`config.mk`:
```
export PLATFORM = sky130hd
export DESIGN_NAME = pipe_ctrl_flat
export DESIGN_NICKNAME = d
export VERILOG_FILES = /design/src/rtl/pipe_ctrl_if.sv /design/src/rtl/pipe_ctrl.sv /design/src/flat_wrapper.sv
export SDC_FILE = /design/constraint.sdc
export NUM_CORES = 1
export LEC_CHECK = 0
export CORE_ASPECT_RATIO = 0.6
export CORE_UTILIZATION = 41
export CTS_CLUSTER_DIAMETER = 60
export DETAILED_ROUTE_END_ITERATION = 10
export PLACE_DENSITY_LB_ADDON = 0.08
export SLEW_MARGIN = 5
export SYNTH_ARGS = -nofsm -noshare
export SYNTH_HDL_FRONTEND = slang
export SYNTH_SLANG_ARGS = --single-unit
```
`constraint.sdc`:
```
create_clock -name CLK -period 2.06 [get_ports CLK]
set_input_delay 0.412 -clock CLK [delete_from_list [all_inputs] [get_ports CLK]]
set_output_delay 0.412 -clock CLK [all_outputs]
set_load 0.01 [all_outputs]
```
`src/rtl/pipe_ctrl_if.sv`:
```
// Pipeline-controller bus: per-stage hold requests, exception commit, and
// the stall/flush/diagnostic outputs returned to the datapath.
interface pipe_ctrl_if;
  logic        STALLREQ_ID;
  logic        STALLREQ_EX;
  logic        STALLREQ_MEM;
  logic        EXCEPT_REQ;
  logic [31:0] EXCEPT_PC;
  logic [5:0]  STALL;
  logic        FLUSH;
  logic [31:0] NEW_PC;
  logic        WDOG_ERR;
  logic [31:0] PERF_STALL_CNT;

  // Datapath side: raises requests, consumes controls.
  modport master (
    output STALLREQ_ID, STALLREQ_EX, STALLREQ_MEM, EXCEPT_REQ, EXCEPT_PC,
    input  STALL, FLUSH, NEW_PC, WDOG_ERR, PERF_STALL_CNT
  );

  // Controller side.
  modport slave (
    input  STALLREQ_ID, STALLREQ_EX, STALLREQ_MEM, EXCEPT_REQ, EXCEPT_PC,
    output STALL, FLUSH, NEW_PC, WDOG_ERR, PERF_STALL_CNT
  );
endinterface

```
`src/rtl/pipe_ctrl.sv`:
```
// Central pipeline controller: stall-vector merge, one-cycle exception flush,
// stall watchdog and stall-cycle performance counter.
module pipe_ctrl #(
  parameter int unsigned WDOG_LIMIT = 255,
  parameter int unsigned WDOG_W     = 8
) (
  input  logic         CLK,
  input  logic         RST,
  pipe_ctrl_if.slave   bus
);

  localparam int unsigned STALL_W = 6;
  localparam int unsigned PC_W    = 32;
  localparam int unsigned CNT_W   = 32;

  localparam logic [STALL_W-1:0] HOLD_NONE = STALL_W'(6'b000000);
  localparam logic [STALL_W-1:0] HOLD_ID   = STALL_W'(6'b000111);
  localparam logic [STALL_W-1:0] HOLD_EX   = STALL_W'(6'b001111);
  localparam logic [STALL_W-1:0] HOLD_MEM  = STALL_W'(6'b011111);

  localparam logic [WDOG_W-1:0] WDOG_MAX = {WDOG_W{1'b1}};
  localparam logic [WDOG_W-1:0] WDOG_LIM = WDOG_W'(WDOG_LIMIT);

  typedef enum logic {
    ST_RUN   = 1'b0,
    ST_FLUSH = 1'b1
  } state_t;

  state_t             state_q;
  state_t             state_d;

  logic [STALL_W-1:0] req_stall_c;
  logic [STALL_W-1:0] stall_c;
  logic               accept_c;
  logic               stalled_c;

  logic               flush_q;
  logic [PC_W-1:0]    new_pc_q;
  logic [WDOG_W-1:0]  wdog_cnt_q;
  logic [WDOG_W-1:0]  wdog_inc_c;
  logic               wdog_err_q;
  logic [CNT_W-1:0]   perf_cnt_q;

  // Highest requesting stage wins; WB (bit5) is never held.
  always_comb begin
    req_stall_c = HOLD_NONE;
    if (bus.STALLREQ_MEM) begin
      req_stall_c = HOLD_MEM;
    end else if (bus.STALLREQ_EX) begin
      req_stall_c = HOLD_EX;
    end else if (bus.STALLREQ_ID) begin
      req_stall_c = HOLD_ID;
    end
  end

  // State register.
  always_ff @(posedge CLK) begin
    if (RST) begin
      state_q <= ST_RUN;
    end else begin
      state_q <= state_d;
    end
  end

  // Next state and combinational stall output; reset forces STALL low.
  always_comb begin
    state_d  = state_q;
    stall_c  = HOLD_NONE;
    accept_c = 1'b0;
    if (!RST) begin
      case (state_q)
        ST_RUN: begin
          stall_c = req_stall_c;
          if (bus.EXCEPT_REQ) begin
            accept_c = 1'b1;
            state_d  = ST_FLUSH;
          end
        end
        ST_FLUSH: begin
          state_d = ST_RUN;
        end
        default: begin
          state_d = ST_RUN;
        end
      endcase
    end
  end

  assign stalled_c  = |stall_c;
  assign wdog_inc_c = (wdog_cnt_q == WDOG_MAX) ? WDOG_MAX : wdog_cnt_q + WDOG_W'(1);

  // Flush pulse and handler PC capture.
  always_ff @(posedge CLK) begin
    if (RST) begin
      flush_q  <= 1'b0;
      new_pc_q <= '0;
    end else begin
      flush_q <= accept_c;
      if (accept_c) begin
        new_pc_q <= bus.EXCEPT_PC;
      end
    end
  end

  // Watchdog: consecutive stalled RUN cycles; entering FLUSH restarts it.
  always_ff @(posedge CLK) begin
    if (RST) begin
      wdog_cnt_q <= '0;
      wdog_err_q <= 1'b0;
    end else if (accept_c || !stalled_c) begin
      wdog_cnt_q <= '0;
    end else begin
      wdog_cnt_q <= wdog_inc_c;
      if (wdog_inc_c == WDOG_LIM) begin
        wdog_err_q <= 1'b1;
      end
    end
  end

  // Free-running stall-cycle count, wraps modulo 2^32.
  always_ff @(posedge CLK) begin
    if (RST) begin
      perf_cnt_q <= '0;
    end else if (stalled_c) begin
      perf_cnt_q <= perf_cnt_q + CNT_W'(1);
    end
  end

  assign bus.STALL          = stall_c;
  assign bus.FLUSH          = flush_q;
  assign bus.NEW_PC         = new_pc_q;
  assign bus.WDOG_ERR       = wdog_err_q;
  assign bus.PERF_STALL_CNT = perf_cnt_q;

endmodule

```
`src/flat_wrapper.sv`:
```
// flat-port wrapper written by rule: the top's interface ports become plain ports
module pipe_ctrl_flat 
#(
  parameter int unsigned WDOG_LIMIT = 255,
  parameter int unsigned WDOG_W     = 8
)
  (CLK, RST, bus_STALLREQ_ID, bus_STALLREQ_EX, bus_STALLREQ_MEM, bus_EXCEPT_REQ, bus_EXCEPT_PC, bus_STALL, bus_FLUSH, bus_NEW_PC, bus_WDOG_ERR, bus_PERF_STALL_CNT);
  pipe_ctrl_if bus_i ();
  input  logic CLK;
  input  logic RST;
  input wire logic [$bits(bus_i.STALLREQ_ID)-1:0] bus_STALLREQ_ID;
  input wire logic [$bits(bus_i.STALLREQ_EX)-1:0] bus_STALLREQ_EX;
  input wire logic [$bits(bus_i.STALLREQ_MEM)-1:0] bus_STALLREQ_MEM;
  input wire logic [$bits(bus_i.EXCEPT_REQ)-1:0] bus_EXCEPT_REQ;
  input wire logic [$bits(bus_i.EXCEPT_PC)-1:0] bus_EXCEPT_PC;
  output wire logic [$bits(bus_i.STALL)-1:0] bus_STALL;
  output wire logic [$bits(bus_i.FLUSH)-1:0] bus_FLUSH;
  output wire logic [$bits(bus_i.NEW_PC)-1:0] bus_NEW_PC;
  output wire logic [$bits(bus_i.WDOG_ERR)-1:0] bus_WDOG_ERR;
  output wire logic [$bits(bus_i.PERF_STALL_CNT)-1:0] bus_PERF_STALL_CNT;
  assign bus_i.STALLREQ_ID = bus_STALLREQ_ID;
  assign bus_i.STALLREQ_EX = bus_STALLREQ_EX;
  assign bus_i.STALLREQ_MEM = bus_STALLREQ_MEM;
  assign bus_i.EXCEPT_REQ = bus_EXCEPT_REQ;
  assign bus_i.EXCEPT_PC = bus_EXCEPT_PC;
  assign bus_STALL = bus_i.STALL;
  assign bus_FLUSH = bus_i.FLUSH;
  assign bus_NEW_PC = bus_i.NEW_PC;
  assign bus_WDOG_ERR = bus_i.WDOG_ERR;
  assign bus_PERF_STALL_CNT = bus_i.PERF_STALL_CNT;
  pipe_ctrl #(.WDOG_LIMIT(WDOG_LIMIT), .WDOG_W(WDOG_W)) u_core (.CLK(CLK), .RST(RST), .bus(bus_i));
endmodule
```
==> results of run 1 <==
-- worst max-delay path, cell delays in order (launching register included) --
cell and delay, ns:
dfxtp_1 0.42, nand4_1 0.21, or4_4 0.55, nor4_1 0.36, mux2_2 0.37
-- metal layers --
layer	vias to the layer above	track usage, %
li1	1624	-
met1	1476	27.4
met2	99	33.1
met3	12	5.68
met4	0	7.79
met5	-	0
-- kinds of logic (layout without fill, tap and decap cells) --
logic type               after synthesis  after routing  synth area share, %
adder cells (fa/ha/maj)                2              2                0.796
other                                  1              1                0.119
buffers and inverters                 29            169                 4.10
AO/OA/AOI/OAI                         85             85                 15.2
flip-flops                            75             75                 47.8
AND/OR/NAND/NOR                      172            173                 27.5
multiplexers                           4              4                 1.39
XOR/XNOR                              11             11                 3.07
-- state kept, by name, summed over array words and instances, names as in the netlist --
signal,flops
u_core.bus.FLUSH,1
u_core.bus.NEW_PC,32
u_core.bus.PERF_STALL_CNT,32
u_core.bus.WDOG_ERR,1
u_core.state_q,1
u_core.wdog_cnt_q,8
-- power groups by stage --
stage | Combinational, W | Sequential, W | Clock, W
4_1_cts | 0.000353 | 0.00153 | 0.00174
6_report | 0.000350 | 0.00153 | 0.00171
2_1_floorplan | 0.000100 | 0.00159 | 0
3_5_place_dp | 0.000356 | 0.00156 | 0
5_1_grt | 0.000380 | 0.00154 | 0.00179
3_3_place_gp | 0.000350 | 0.00156 | 0
-- final timing paths --
kind,to,slack (ns),from,depth (start not counted)
max reg2reg,u_core.bus.PERF_STALL_CNT[31],0.03,u_core.bus.PERF_STALL_CNT[9],4
min reg2reg,u_core.bus.NEW_PC[16],0.46,u_core.bus.NEW_PC[16],2
max,u_core.bus.PERF_STALL_CNT[31],0.03,u_core.bus.PERF_STALL_CNT[9],4
min,u_core.bus.NEW_PC[16],0.46,u_core.bus.NEW_PC[16],2
-- layout make-up --
type                    instances  share of cell area (%)
clock buffers                  12                    5.22
flip-flops and latches         75                    30.6
repair buffers                147                    28.1
clock inverters                 4                    1.48
well taps                     104                    2.65
multi-input cells             276                    31.5
inverters                       6                   0.458
-- timing repair --
item	4_1_cts	5_1_grt
pin swaps	2	1
setup buffers	0	1
setup endpoints to repair	7	8
gates cloned	0	1
gates resized for setup	9	3
-- stage by stage --
stage | hold WS [ns] | std cells | setup TNS [ns] | utilization (%)
6_report | 0.456 | 624 | 0 | 67.0
5_1_grt | 0.486 | 624 | -0.0369 | 67.0
3_3_place_gp | 0.444 | 606 | -5.64 | 62.0
3_5_place_dp | 0.453 | 606 | -8.05 | 62.0
2_1_floorplan | 0.446 | 379 | 0 | -
4_1_cts | 0.459 | 622 | 0 | 66.6
-- Yosys cell counts, types with 2 or more instances --
master and instances:
a21oi_1 26, and2_1 3, and3_1 5, and4_1 5, buf_4 3, clkbuf_1 17, dfxtp_1 75, ha_1 2
inv_1 5, mux2_2 3, nand2_1 77, nand3_1 13, nand4_1 12, nor2_1 17, nor2b_1 4, nor3_1 4
nor4_1 3, o21ai_0 41, o31ai_1 10, or3_1 11, or4_1 11, xnor2_1 3, xor2_1 8
==> run summary, run 1 <==
P_sw = 0.000761 W
Clock skew = 0.00826 ns
RSZ-0062 raised after global routing = true
Drt via density = 5.15
Final Hold Fails = 0
Combinational cell fraction of total power = 9.7%
TritonCTS clock tree = built
Mapped Nets = 419
Fin area = 4910 um2
Pin count of the biggest net entering global routing = 66
Top-area cell type share of the netlist area = 47.8%
Hold Path Class = flip-flop to flip-flop
Clock Tree Root = clkbuf_16
PD cells = 731 nW/um2
Standard-cell rows = 24
GP Congestion = 0.795
Most frequent cells in the layout = clkdlybuf4s50_1, nand2_1, dfxtp_1, o21ai_0, buf_4
Post-synthesis cell count = 379
Peak supply drop = 617 uV
I/O Buffers = 108
Sequential fraction of the synthesis area = 47.8%
First-pass GRT wire length = 13.2 mm
CP endpoint kind = flip-flop
Worst Path Arrival = 2.25 ns
DP HPWL = 6.13 mm
Number of synthesized flops with an enable pin = 0
Initial antenna violation count = 0
Gr usage total = 21.0%
Placement Setup Slack = -0.347 ns
Hold Buf Count CTS = 0
Min cycle time layout = 2.03 ns
Die area = 8030 um2
Fin worst setup slack = 0.0302 ns
Top Layer Used = met4
Routed vias = 3211
Total Power = 0.00359 W
DR iter-0 viols = 210
Average cell area after synthesis = 8.29 um2
Path type of the worst setup path = flip-flop to flip-flop
Ys async rst share = 0%
DR WL met3 = 649 um
Final setup fails = 0
Layout cells sized above 1 = 12.9%
Num CTS Buffers = 9
Boundary Pins = 110
Drt wl/cell = 13.9 um
Post-synthesis instance area = 3140 um2
Metal2 WL = 3.83 mm
Clock network fraction of total power = 47.6%
Run status = completed
Fin nets = 555
Synth unique cells = 44
Final ANT Viol Nets = 0
Predominant post-synthesis flop cell = dfxtp_1
Most common cell after layout, fill and taps aside = clkdlybuf4s50_1
Grt ovf = 0
Clock Path Buffers = 2
Placement Cell Area = 4550 um2
Clock-pin transition on the worst setup and hold timing paths = 0.06 ns
Leakage power = 1.78 nW
Int Pwr = 0.00283 W
Pre-antenna DRT Iters = 4
Vias in the first global route = 2833
Largest fanout on the critical path = 10
Area Overhead vs Synth = 56.4%
Fill cells = 645
Area contributors post-synth = dfxtp_1, nand2_1, o21ai_0
Max Freq = 493 MHz
Switching part of the total = 21.2%
Chip Height = 69.8 um
Max Cap Viol = 0
Initial Utilization = 42.9%
Critical Path RT = 2.28 ns
Total Wirelength = 8.67 mm
Tcrit/Tclk final = 98.5%
Yosys reg bits = 75
Antenna diodes = 0
Sequential Power Share = 42.7%
Multi-input combinational cell area = 1550 um2
H-tree depth = 3
FF/Latch Area = 1500 um2
DRC = 0
Top cell type by total area after synthesis = dfxtp_1
Worst setup SP type = flip-flop
Die Span X = 115 um
Synthesis Warnings = 0
DRT met1 WL = 4.07 mm
CTS Sinks = 75
Clock Latency Late Sink = 0.33 ns
Fin. max-slew vios = 0
Core Area = 7330 um2
(Power assumes the default switching activity.)
==> run 2, diff against run 1 <==
CORE_UTILIZATION = 56   (was 41)
DONT_BUFFER_PORTS = 1   (was not set)
==> run 2 against run 1 <==
Hold slack lost 0.32 ns. Fmax grew 1.1%. Via count shrank 14%. Final area shrank 26%. Combinational power shrank 65%. Power shrank 15%. Clock skew is essentially flat. First-iteration DRC count shrank 40%. Non-clock buffer count shrank 113. Global-route usage grew 3.3 points. Wire length shrank 18%. Die area shrank 26%.
==> run summary, run 2 (synthesis gave the netlist of run 1 again) <==
Die area = 5920 um2 (-26%)
PD cells = 845 nW/um2 (+15%)
Fin worst setup slack = 0.0532 ns (+0.0230 ns)
Final Hold Fails = 0 (unchanged)
Grt ovf = 0 (unchanged)
Worst Path Arrival = 2.25 ns (about the same)
Drt via density = 5.88 (+14%)
FF-to-FF setup slack = 0.05 ns (+0.02 ns)
Worst r2r src = u_core.bus.PERF_STALL_CNT[14]
Total Wirelength = 7.15 mm (-18%)
Die Span X = 98.7 um (-14%)
Fill cells = 415 (-36%)
Most frequent cells in the layout = nand2_1, dfxtp_1, o21ai_0, buf_4, a21oi_1
Clock-pin transition on the worst setup and hold timing paths = 0.08 ns (+0.02 ns)
Tcrit/Tclk final = 97.4% (-1.1 points)
Hold Path Class = primary input to flip-flop
H-tree depth = 3 (unchanged)
Top delay family on crit path = simple AND/OR/NAND/NOR gates
Crit path largest cell delay = 0.68 ns (+0.13 ns)
Vias in the first global route = 2316 (-18%)
Worst Hold Depth = 1 (-1)
Clock Latency Late Sink = 0.35 ns (+0.02 ns)
Boundary Pins = 110 (unchanged)
CP endpoint kind = flip-flop
Pre-antenna DRT Iters = 4 (unchanged)
Core Area = 5230 um2 (-29%)
Pin count of the biggest net entering global routing = 43 (-35%)
Layout cells sized above 1 = 14.5% (+1.6 points)
FF-to-FF path depth = 4 (unchanged)
Clock skew = 0.00778 ns (-0.000480 ns)
Leakage power = 1.31 nW (-27%)
Routed vias = 2775 (-14%)
Slowest CP cell = or4_4
Worst setup SP type = flip-flop
DP HPWL = 5.13 mm (-16%)
Gr usage total = 24.3% (+3.3 points)
Final TNS setup = 0 ns (unchanged)
Hold Slack = 0.140 ns (-0.315 ns)
Drt wl/cell = 15.1 um (+9.0%)
Non-Filler Instances = 472 (-24%)
Area Overhead vs Synth = 15.7%
DRC = 0 (unchanged)
First-pass GRT wire length = 10.9 mm (-17%)
Min-delay src = RST
Standard-cell rows = 20 (-17%)
Final Core Density = 69.5% (+2.5 points)
Placed cells = 454 (-25%)
Antenna diodes = 0 (unchanged)
Worst r2r dst = u_core.bus.PERF_STALL_CNT[31]
DR iter-0 viols = 125 (-40%)
Initial Utilization = 60.1% (+17 points)
Clock Path Buffers = 2 (unchanged)
Fin nets = 441 (-21%)
Fin. max-slew vios = 0 (unchanged)
CTS Sinks = 75 (unchanged)
Most common cell after layout, fill and taps aside = nand2_1
Final setup fails = 0 (unchanged)
Critical Path RT = 2.30 ns (+0.02 ns)
Peak supply drop = 620 uV (+0.49%)
Path type of the worst setup path = flip-flop to flip-flop
Final ANT Viol Nets = 0 (unchanged)
Clock Tree Root = clkbuf_8
GP Congestion = 0.797 (+0.33%)
Initial antenna violation count = 0 (unchanged)
Placement Setup Slack = 0.0785 ns (+0.426 ns)
Max Freq = 498 MHz (+1.1%)
Crit-path cells = nand4_2 -> or4_4 -> nor4_2 -> mux2_2
Buffers and inverters on the worst path = 0 (unchanged)
Largest fanout on the critical path = 21 (+11)
Max Cap Viol = 0 (unchanged)
TritonCTS clock tree = built
WHS Endpoint = u_core.bus.PERF_STALL_CNT[15]
Num CTS Buffers = 9 (unchanged)
I/O Buffers = 0 (-100%)
Run status = completed
Min cycle time layout = 2.01 ns (-0.0230 ns)
Chip Height = 60.0 um (-14%)
[run 2: changes by cell type in the layout (fill, tap and decap cells not counted), moves of 4 or more]
cell / before / now
dlygate4sd2_1: 6 / 0
clkdlybuf4s50_1: 101 / 0
clkbuf_16: 9 / 0
clkbuf_8: 2 / 10
buf_4: 38 / 34
[run 2: worst max path at each step]
stage	slack, ns	depth (start not counted)	to	from
after floorplan	0.03	5	u_core.bus.PERF_STALL_CNT[29]	u_core.bus.PERF_STALL_CNT[11]
after global placement	0.13	4	u_core.bus.PERF_STALL_CNT[31]	u_core.bus.PERF_STALL_CNT[14]
after detailed placement	0.08	4	u_core.bus.PERF_STALL_CNT[31]	u_core.bus.PERF_STALL_CNT[14]
after CTS	0.06	4	u_core.bus.PERF_STALL_CNT[31]	u_core.bus.PERF_STALL_CNT[14]
after global routing	-0.02	4	u_core.bus.PERF_STALL_CNT[31]	u_core.bus.PERF_STALL_CNT[14]
final	0.05	4	u_core.bus.PERF_STALL_CNT[31]	u_core.bus.PERF_STALL_CNT[14]
[run 2: timing repair]
item / 4_1_cts / 5_1_grt
hold buffers: 0 / 0
resized for setup: 0 / 2
endpoints found under the setup margin: 0 / 7
hold endpoints to repair: 0 / 0
buffers inserted: 0 / 2
[run 2: metrics by stage]
stage | instance area, um2 | power (W)
6_report | 3640 | 0.00307
5_1_grt | 3640 | 0.00318
4_1_cts | 3610 | 0.00309
3_5_place_dp | 3360 | 0.00172
3_3_place_gp | 3360 | 0.00171
2_1_floorplan | 3140 | 0.00169
[run 2: final cells by class]
type,instances,area (um2),share of cell area (%)
Multi-Input combinational cell,275,1530,41.9
Sequential cell,75,1500,41.3
Timing Repair Buffer,34,255,7.02
Clock buffer,10,138,3.79
Clock inverter,6,111,3.06
Tap cell,66,82.6,2.27
Inverter,6,22.5,0.619
[run 2: routing by layer]
metal / up-vias / share of wire [%] / GRT usage, %
met5: - / 0 / 0
met4: 0 / 0.98 / 8.96
met3: 8 / 6.5 / 8.54
met2: 95 / 43 / 35.7
met1: 1288 / 49 / 33.2
li1: 1384 / - / -
[run 2: report_power, final]
part | total (W) | internal, W | leakage (nW) | switching (W)
Combinational | 0.000123 | 0.0000475 | 0.575 | 0.0000760
Sequential | 0.00156 | 0.00150 | 0.611 | 0.0000568
Clock | 0.00139 | 0.000839 | 0.123 | 0.000549
